### config.mk
export PLATFORM = sky130hd
export DESIGN_NAME = seq_restoring_divider
export DESIGN_NICKNAME = d
export VERILOG_FILES = /design/src/rtl/divider_pkg.sv /design/src/rtl/seq_restoring_divider_addsub_chain.sv /design/src/rtl/seq_restoring_divider.sv
export SDC_FILE = /design/constraint.sdc
export NUM_CORES = 1
export LEC_CHECK = 0
export ABC_CLOCK_PERIOD_IN_PS = 6200
export CAP_MARGIN = 20
export CORE_MARGIN = 3
export CORE_UTILIZATION = 25
export DETAILED_ROUTE_END_ITERATION = 8
export GPL_TIMING_DRIVEN = 1
export PLACE_DENSITY = 0.44
export SLEW_MARGIN = 15
export SYNTH_ARGS = -nofsm -noshare
export SYNTH_HDL_FRONTEND = slang
export SYNTH_SLANG_ARGS = --single-unit
### constraint.sdc
create_clock -name clk -period 6.2 [get_ports clk]
set_input_delay 0.62 -clock clk [delete_from_list [all_inputs] [get_ports clk]]
set_output_delay 0.62 -clock clk [all_outputs]
set_load 0.1 [all_outputs]
### src/rtl/divider_pkg.sv
// ---------------------------------------------------------------------------
// divider_pkg
// Shared definitions for the sequential restoring divider.
// Holds the FSM state encoding as plain localparams (so older code that
// compares raw state bits keeps working) and the enum built on top of them.
// Nothing in here depends on the operand width.
// ---------------------------------------------------------------------------
package divider_pkg;

    localparam logic [1:0] ST_IDLE = 2'd0;
    localparam logic [1:0] ST_RUN  = 2'd1;
    localparam logic [1:0] ST_DONE = 2'd2;

    typedef enum logic [1:0] {
        IDLE = ST_IDLE,
        RUN  = ST_RUN,
        DONE = ST_DONE
    } div_state_t;

endpackage

### src/rtl/seq_restoring_divider_addsub_chain.sv
// ---------------------------------------------------------------------------
// full_adder_subtractor / addsub_chain
// One-bit adder/subtractor cell and an N-bit ripple built from it.
// With mode_i=1 the B operand is inverted inside each cell, so feeding
// cin_i=1 gives A-B in two's complement; cout_o=1 then means "no borrow".
//
// full_adder_subtractor ports:
//   a_i, b_i   operand bits
//   mode_i     0 = add, 1 = subtract (inverts b_i)
//   cin_i      carry in
//   sum_o      sum / difference bit
//   cout_o     carry out
//
// addsub_chain ports:
//   a_i, b_i   N-bit operands
//   mode_i     shared add/subtract select
//   cin_i      carry into the LSB cell
//   sum_o      N-bit result
//   cout_o     carry out of the MSB cell
// ---------------------------------------------------------------------------
module full_adder_subtractor (
    input  logic a_i,
    input  logic b_i,
    input  logic mode_i,
    input  logic cin_i,
    output logic sum_o,
    output logic cout_o
);

    logic bEff;

    assign bEff   = b_i ^ mode_i;
    assign sum_o  = a_i ^ bEff ^ cin_i;
    assign cout_o = (a_i & bEff) | (a_i & cin_i) | (bEff & cin_i);

endmodule

module addsub_chain #(
    parameter int N = 9
) (
    input  logic [N-1:0] a_i,
    input  logic [N-1:0] b_i,
    input  logic         mode_i,
    input  logic         cin_i,
    output logic [N-1:0] sum_o,
    output logic         cout_o
);

    logic [N:0] carry;

    assign carry[0] = cin_i;

    for (genvar i = 0; i < N; i++) begin : g_cell
        full_adder_subtractor u_cell (
            .a_i    (a_i[i]),
            .b_i    (b_i[i]),
            .mode_i (mode_i),
            .cin_i  (carry[i]),
            .sum_o  (sum_o[i]),
            .cout_o (carry[i+1])
        );
    end

    assign cout_o = carry[N];

endmodule

### src/rtl/seq_restoring_divider.sv
// ---------------------------------------------------------------------------
// seq_restoring_divider
// Unsigned WIDTH-bit restoring divider, one quotient bit per clock.
// A start seen in IDLE captures the operands; the divider then runs WIDTH
// trial subtractions and spends one cycle in DONE with done high.
// A zero divisor skips straight to DONE with an all-ones quotient,
// remainder = dividend and div_by_zero set.
//
// Ports:
//   clk          rising-edge clock
//   rst_n        asynchronous active-low reset
//   start        request, only looked at in IDLE
//   dividend     captured on an accepted start
//   divisor      captured on an accepted start
//   busy         high whenever not IDLE
//   done         one-cycle pulse, results valid from this cycle
//   quotient     held until the next result
//   remainder    held until the next result
//   div_by_zero  held with the results, cleared by an accepted start
// ---------------------------------------------------------------------------
module seq_restoring_divider
    import divider_pkg::*;
#(
    parameter int WIDTH = 8
) (
    input  logic             clk,
    input  logic             rst_n,
    input  logic             start,
    input  logic [WIDTH-1:0] dividend,
    input  logic [WIDTH-1:0] divisor,
    output logic             busy,
    output logic             done,
    output logic [WIDTH-1:0] quotient,
    output logic [WIDTH-1:0] remainder,
    output logic             div_by_zero
);

    localparam int              CNT_W    = $clog2(WIDTH);
    localparam logic [CNT_W-1:0] CNT_LAST = CNT_W'(WIDTH - 1);

    div_state_t       state_q, state_d;
    logic [WIDTH-1:0] q_q, q_d;
    logic [WIDTH-1:0] r_q, r_d;
    logic [WIDTH-1:0] d_q, d_d;
    logic [CNT_W-1:0] cnt_q, cnt_d;
    logic [WIDTH-1:0] quo_q, quo_d;
    logic [WIDTH-1:0] rem_q, rem_d;
    logic             dbz_q, dbz_d;

    logic [WIDTH:0]   shiftRem;
    logic [WIDTH:0]   trial;
    logic             noBorrow;
    logic [WIDTH-1:0] stepRem;
    logic [WIDTH-1:0] stepQuo;
    logic             unusedTrialMsb;

    // Trial subtraction of the shifted partial remainder against the divisor.
    // R < D always holds, so the shifted value fits in WIDTH+1 bits and the
    // difference, when kept, always has a zero MSB.
    assign shiftRem = {r_q, q_q[WIDTH-1]};

    addsub_chain #(
        .N (WIDTH + 1)
    ) u_chain (
        .a_i    (shiftRem),
        .b_i    ({1'b0, d_q}),
        .mode_i (1'b1),
        .cin_i  (1'b1),
        .sum_o  (trial),
        .cout_o (noBorrow)
    );

    assign unusedTrialMsb = trial[WIDTH];
    assign stepRem        = noBorrow ? trial[WIDTH-1:0] : shiftRem[WIDTH-1:0];
    assign stepQuo        = {q_q[WIDTH-2:0], noBorrow};

    // Next-state logic: operand capture in IDLE, one restoring step per cycle
    // in RUN, and result registers written only on the way into DONE.
    always_comb begin
        state_d = state_q;
        q_d     = q_q;
        r_d     = r_q;
        d_d     = d_q;
        cnt_d   = cnt_q;
        quo_d   = quo_q;
        rem_d   = rem_q;
        dbz_d   = dbz_q;

        case (state_q)
            IDLE: begin
                if (start) begin
                    if (divisor != '0) begin
                        state_d = RUN;
                        q_d     = dividend;
                        r_d     = '0;
                        d_d     = divisor;
                        cnt_d   = '0;
                        dbz_d   = 1'b0;
                    end else begin
                        state_d = DONE;
                        quo_d   = '1;
                        rem_d   = dividend;
                        dbz_d   = 1'b1;
                    end
                end
            end
            RUN: begin
                q_d = stepQuo;
                r_d = stepRem;
                if (cnt_q == CNT_LAST) begin
                    state_d = DONE;
                    quo_d   = stepQuo;
                    rem_d   = stepRem;
                end else begin
                    cnt_d = cnt_q + CNT_W'(1);
                end
            end
            DONE: begin
                state_d = IDLE;
            end
            default: begin
                state_d = IDLE;
            end
        endcase
    end

    // State and datapath registers; reset aborts any operation in flight.
    always_ff @(posedge clk or negedge rst_n) begin
        if (!rst_n) begin
            state_q <= IDLE;
            q_q     <= '0;
            r_q     <= '0;
            d_q     <= '0;
            cnt_q   <= '0;
            quo_q   <= '0;
            rem_q   <= '0;
            dbz_q   <= 1'b0;
        end else begin
            state_q <= state_d;
            q_q     <= q_d;
            r_q     <= r_d;
            d_q     <= d_d;
            cnt_q   <= cnt_d;
            quo_q   <= quo_d;
            rem_q   <= rem_d;
            dbz_q   <= dbz_d;
        end
    end

    assign busy        = (state_q != IDLE);
    assign done        = (state_q == DONE);
    assign quotient    = quo_q;
    assign remainder   = rem_q;
    assign div_by_zero = dbz_q;

endmodule

**After elaboration in Yosys (flattened, before gate mapping)**

Cells that the tools add are included.

- Bitwise logic cells: 65
- Add/subtract/negate cells: 1
- Equal/unequal tests: 8
- Muxes and demuxes: 24
- Reduce and logical (&&, ||, !) cells: 10

Operator list:

| kind | count |
|---|---|
| $mux W8 | 11 |
| $pmux W8 S2 | 4 |
| $and A1 B1 Y1 | 23 |
| $or A1 B1 Y1 | 18 |
| $xor A1 B1 Y1 | 15 |
| $ne A2 B2 Y1 const B | 5 |
| $mux W3 | 3 |
| $not A1 Y1 | 9 |
| $reduce_and A4 Y1 | 2 |
| $reduce_bool A8 Y1 | 1 |
| $mux W2 | 3 |
| $pmux W3 S2 | 1 |
| $reduce_and A3 Y1 | 2 |
| $pmux W2 S2 | 1 |
| $reduce_and A2 Y1 | 2 |
| $reduce_bool A2 Y1 | 2 |
| $add A3 B1 Y3 const B | 1 |
| $eq A3 B3 Y1 const B | 1 |
| $eq A2 B1 Y1 const B | 1 |
| $eq A2 B2 Y1 const B | 1 |
| $logic_not A2 Y1 | 1 |
| $mux W1 | 1 |

- Word-level logic and storage cells: 116
- Register bits: 46
- Input port bits: 19

**Logic depth before layout (Yosys ltp)**

- Word-level depth: 31
- Gate-level depth with buffers: 14
- Mapped depth without buffers: 13

**By module**

A second synthesis with hierarchy kept.

- Cells, all modules: 226
- Area, all modules: 2333.5 sq um

By module, submodules not included:

| module | cells each | times used | seq. area each (sq um) | area each (sq um) |
|---|---|---|---|---|
| seq_restoring_divider | 172 | 1 | 1151.1 | 1939.4 |
| full_adder_subtractor | 6 | 9 | 0.0 | 43.8 |

**Worst setup path after synthesis**

OpenSTA, ideal clock, no wires.

- Path kind: register to register
- Start: register q_q[7]
- End: register r_q[4]
- Stages on the path, launching flop included: 14
- Slack: 1.953 ns
- Arrival time: 4.126 ns
- Clock period less this slack: 4.247 ns
- Setup time: 0.122 ns
- Data required time: 6.078 ns
- Cells stage by stage: dfrtp_1 > inv_1 > ha_1 > fa_1 > fa_1 > fa_1 > fa_1 > fa_1 > fa_1 > inv_1 > fa_1 > clkbuf_1 > o21ai_0 > a32o_1

- Word-level cells in the longest chain between the ends: 29
- Elaborated cells between the ends (all ways): 37
- Classes of those cells: 2 x mux; 35 x bitwise

Ends and longest elaborated chain:

| what | RTL line | source |
|---|---|---|
| start, declared | seq_restoring_divider.sv:42 | `logic [WIDTH-1:0] q_q, q_d;` |
| start signal, assigned | seq_restoring_divider.sv:140 | `q_q <= q_d;` |
| $and A1 B1 Y1 | seq_restoring_divider_addsub_chain.sv:34 | `assign cout_o = (a_i & bEff) \| (a_i & cin_i) \| (bEff & cin_i);` |
| $or A1 B1 Y1 * (2 in a row) | seq_restoring_divider_addsub_chain.sv:34 |  |
| $and A1 B1 Y1 | seq_restoring_divider_addsub_chain.sv:34 |  |
| $or A1 B1 Y1 | seq_restoring_divider_addsub_chain.sv:34 |  |
| $or A1 B1 Y1 * | seq_restoring_divider_addsub_chain.sv:34 |  |
| $and A1 B1 Y1 | seq_restoring_divider_addsub_chain.sv:34 |  |
| $or A1 B1 Y1 | seq_restoring_divider_addsub_chain.sv:34 |  |
| $or A1 B1 Y1 * | seq_restoring_divider_addsub_chain.sv:34 |  |
| [... 9 more ...] | -- |  |
| $and A1 B1 Y1 | seq_restoring_divider_addsub_chain.sv:34 |  |
| $or A1 B1 Y1 (2 in a row) | seq_restoring_divider_addsub_chain.sv:34 |  |
| $and A1 B1 Y1 | seq_restoring_divider_addsub_chain.sv:34 |  |
| $or A1 B1 Y1 (2 in a row) | seq_restoring_divider_addsub_chain.sv:34 |  |
| $and A1 B1 Y1 | seq_restoring_divider_addsub_chain.sv:34 |  |
| $or A1 B1 Y1 (2 in a row) | seq_restoring_divider_addsub_chain.sv:34 |  |
| $mux W8 * | seq_restoring_divider.sv:74 | `assign stepRem = noBorrow ? trial[WIDTH-1:0] : shiftRem[WIDTH-1:0];` |
| $pmux W8 S2 * | seq_restoring_divider.sv:89 | `case (state_q)` |
| end signal, assigned | seq_restoring_divider.sv:141 | `r_q <= r_d;` |
| end, declared | seq_restoring_divider.sv:43 | `logic [WIDTH-1:0] r_q, r_d;` |

Mark *: on every way between the ends. The rest lies on a longest branch, timed or not.
A chain may end at the register's enable or synchronous reset.

**Final worst setup path**

- Start: register q_q[7]
- End: register rem_q[0], in the netlist remainder[0]

- Word-level cells in the longest chain between the ends: 30
- Elaborated cells between the ends (all ways): 39
- Classes of those cells: 3 x mux; 36 x bitwise

Ends and longest elaborated chain:

| what | RTL line | source |
|---|---|---|
| $and A1 B1 Y1 | seq_restoring_divider_addsub_chain.sv:34 |  |
| $or A1 B1 Y1 (2 in a row) | seq_restoring_divider_addsub_chain.sv:34 |  |
| $and A1 B1 Y1 | seq_restoring_divider_addsub_chain.sv:34 |  |
| $or A1 B1 Y1 (2 in a row) | seq_restoring_divider_addsub_chain.sv:34 |  |
| $and A1 B1 Y1 | seq_restoring_divider_addsub_chain.sv:34 |  |
| $or A1 B1 Y1 (2 in a row) | seq_restoring_divider_addsub_chain.sv:34 |  |
| $and A1 B1 Y1 | seq_restoring_divider_addsub_chain.sv:34 |  |
| $or A1 B1 Y1 (2 in a row) | seq_restoring_divider_addsub_chain.sv:34 |  |
| [... 7 more ...] | -- |  |
| $or A1 B1 Y1 (2 in a row) | seq_restoring_divider_addsub_chain.sv:34 |  |
| $and A1 B1 Y1 | seq_restoring_divider_addsub_chain.sv:34 |  |
| $or A1 B1 Y1 (2 in a row) | seq_restoring_divider_addsub_chain.sv:34 |  |
| $and A1 B1 Y1 | seq_restoring_divider_addsub_chain.sv:34 |  |
| $or A1 B1 Y1 (2 in a row) | seq_restoring_divider_addsub_chain.sv:34 |  |
| $mux W8 * | seq_restoring_divider.sv:74 |  |
| $mux W8 * | seq_restoring_divider.sv:110 | `if (cnt_q == CNT_LAST) begin` |
| $pmux W8 S2 * | seq_restoring_divider.sv:89 |  |
| end signal, assigned | seq_restoring_divider.sv:145 | `rem_q <= rem_d;` |
| end, declared | seq_restoring_divider.sv:47 | `logic [WIDTH-1:0] rem_q, rem_d;` |

Mark *: on every way between the ends. The rest lies on a longest branch, timed or not. The select of a mux whose other input is x is not followed.

==> impl_metrics.toml <==
[synth]
synth.distinct_cells = 45
ys_ff_latch = 46
synth_area_sq_um = 2469
synthFlopType = "dfrtp_1"
synth_nets = 251
yosys_warnings = 0
synth_edf_count = 0
netlist_instances = 222
ys_seq_area_frac = 0.4663
ys_async_sr_fraction = 1.000
syn_avg_cell_area_sq_um = 11.12

[sta]
fin_tns_setup_ps = 0
min_period_over_period = 0.7282
tightest_slew_ps = 1112
slew_violations = 0
period_needed_ps = 4515
finalHoldViolations = 0
finClkSkew_ps = 11.80
rsz0062_at_grt = "no"
max_clock_freq_ghz = 0.2215
slew_headroom = 0.2532
setup_viol = 0

[routing]
viasPerCell = 4.767
drc = 0
firstDrtPassIters = 5
drt-total-wl_um = 6419
wire_per_inst_um = 16.80
drt_iter0_drc = 60
ant_nets = 0
vias = 1821

[finish]
fin_area_sq_um = 3028
fin_util = 0.3216
antenna_cells = 0
drive_gt1_frac = 0.1186
area_delta_synth_final_pct = 22.66
layout.nets = 281

[clock_network]
cts-resized-gates = 0
clk_pin_slew_ps = 90
clockBufferDepth = 2
cts-root-buf = "clkbuf_8"
post-cts-setup-buffers = 0
postCtsHoldBufs = 0
cts_inserted_buffers = 5
htreeDepth = 2
cts.sinks = 46
cts_tree = "built"
worstSkewPairLatency_ps = 310

[floorplan]
die_area_sq_um = 11100
rows = 35
start_util = 0.2622
die_h_um = 105.4
core_area_sq_um = 9415
die_w_um = 105.4
pin_count = 38

[critical_path]
path_buf_inv = 2
cpLargestDelayFamily = "adder cells"
endpoint_kind = "register"
cp.arrival_ps = 4740
crit_fanout = 12
timing.critical_path.mode_cell = "fa_1"
crit_slowest_cell = "fa_1"
required_ps = 6420
crit_type = "reg2reg"
cp-start-kind = "register"
slowest_delay_ps = 460
path_cells = "inv_1 -> ha_1 -> fa_1 -> fa_1 -> fa_1 -> fa_1 -> fa_1 -> fa_1 -> inv_1 -> fa_1 -> or2_2 -> o211ai_1 -> a31oi_1"

[grt]
grt_overflow = 0
antenna_found_initial = 0
grt_util_all_layers = 0.1208
grt_pass1_wl_um = 10450
grt_pass1_vias = 1894
grt_max_degree = 47

[placement]
io_buffers = 37
hpwl_um = 4591
placed_area_sq_um = 2917
gp_congestion = 0.7814

[outcome]
status = "completed"

[hold_path]
hold_class = "in2async"

[flow_run]
cap_violations = 0
through the flow:
step           hold WS (ps)  instances  setup slack (ps)
2_1_floorplan         324.4        222              1953
3_3_place_gp          496.9        374              1760
3_5_place_dp          494.7        374              1669
4_1_cts               430.8        382              1649
5_1_grt               467.7        382              1452
6_report              399.3        382              1685
synthesized netlist by cell type (2+ instances only):
master      n  share of area
inv_1      17          0.026
mux2_2      4          0.018
o211ai_1    5          0.015
clkbuf_1   11          0.017
nand2b_1    2         0.0051
or2_2       2         0.0051
ha_1        3          0.015
nor2_1     22          0.033
mux2i_1     8          0.032
a311oi_1    6          0.021
o2bb2ai_1   2         0.0071
fa_1        7          0.057
dfrtp_1    46           0.47
a31oi_1     5          0.013
or3_1       3         0.0076
mux2_4      4          0.024
o311ai_0    3          0.011
buf_6       2         0.0091
nor4_4      2          0.017
a211oi_1    8          0.024
nor2b_1     2         0.0051
a21oi_1     2         0.0041
o21ai_0    14          0.028
nand2_1     7          0.011
a2111oi_0   8          0.028
o31ai_1     8          0.024
flip-flops by register name (all words and copies together), names as in the netlist:
register	cells
d_q	8
q_q	8
quotient	8
r_q	8
remainder	8
cnt_q	3
state_q	2
div_by_zero	1
path summary, 6_finish.rpt:
path / start / end / slack [ps] / cells after the start
setup / recovery: q_q[7] / remainder[0] / 1690 / 13
max in group asynchronous: rst_n / div_by_zero / 5390 / 2
hold / removal: rst_n / quotient[2] / 400 / 2
min in group clk: div_by_zero / div_by_zero / 500 / 2
hold reg to reg: div_by_zero / div_by_zero / 500 / 2
setup reg to reg: q_q[7] / remainder[0] / 1690 / 13
cell usage in the layout, fill, tap and decap left out, types with 2 or more instances in the layout:
master,count
inv_1,17
nor4_4,2
nor2_1,22
a211oi_1,8
o31ai_1,8
clkbuf_1,2
o21ai_0,14
dfrtp_1,46
ha_1,3
a2111oi_0,8
mux2_4,4
buf_4,2
o2bb2ai_1,2
mux2i_1,8
o311ai_0,3
a311oi_1,6
a21oi_1,2
a31oi_1,5
nand2b_1,2
or2_2,2
nand2_1,7
clkdlybuf4s50_1,36
clkbuf_8,5
fa_1,7
mux2_2,4
or3_1,3
o211ai_1,5
cell families (layout without fill, tap and decap cells):
logic type,count (synthesis),after routing,share of synthesized area
muxes,16,16,0.07501
buffers and inverters,34,65,0.06741
DFF,46,46,0.4663
and+or+nand+nor,49,49,0.1140
adders and majority gates,10,10,0.07197
AOI/OAI and AO/OA,67,67,0.2053
area by class of cell:
class / instances / area [sq um]
Tap cell: 129 / 161.4
Sequential cell: 46 / 1151
Clock buffer: 7 / 76.32
Inverter: 18 / 70.07
Multi-Input combinational cell: 142 / 1159
Timing Repair Buffer: 39 / 380.4
Fill cell: 982 / 6387
Clock inverter: 1 / 30.03
per-layer routing:
layer	vias up	track usage	wire length [um]
met1	898	0.1672	3127
met5	-	0	0
li1	884	-	-
met2	33	0.1872	2987
met4	0	0.03187	69
met3	6	0.03123	234
worst register-to-register path, cell delays in order, from the launching register on:
cell and delay (ps):
dfrtp_1 360, inv_1 60, ha_1 210, fa_1 460, fa_1 460, fa_1 460
fa_1 460, fa_1 460, fa_1 430, inv_1 90, fa_1 370, or2_2 260
o211ai_1 130, a31oi_1 230
Power is left out: the tool's default activity adds up to more than one toggle a clock period on the data nets, which glitch-free logic cannot reach.
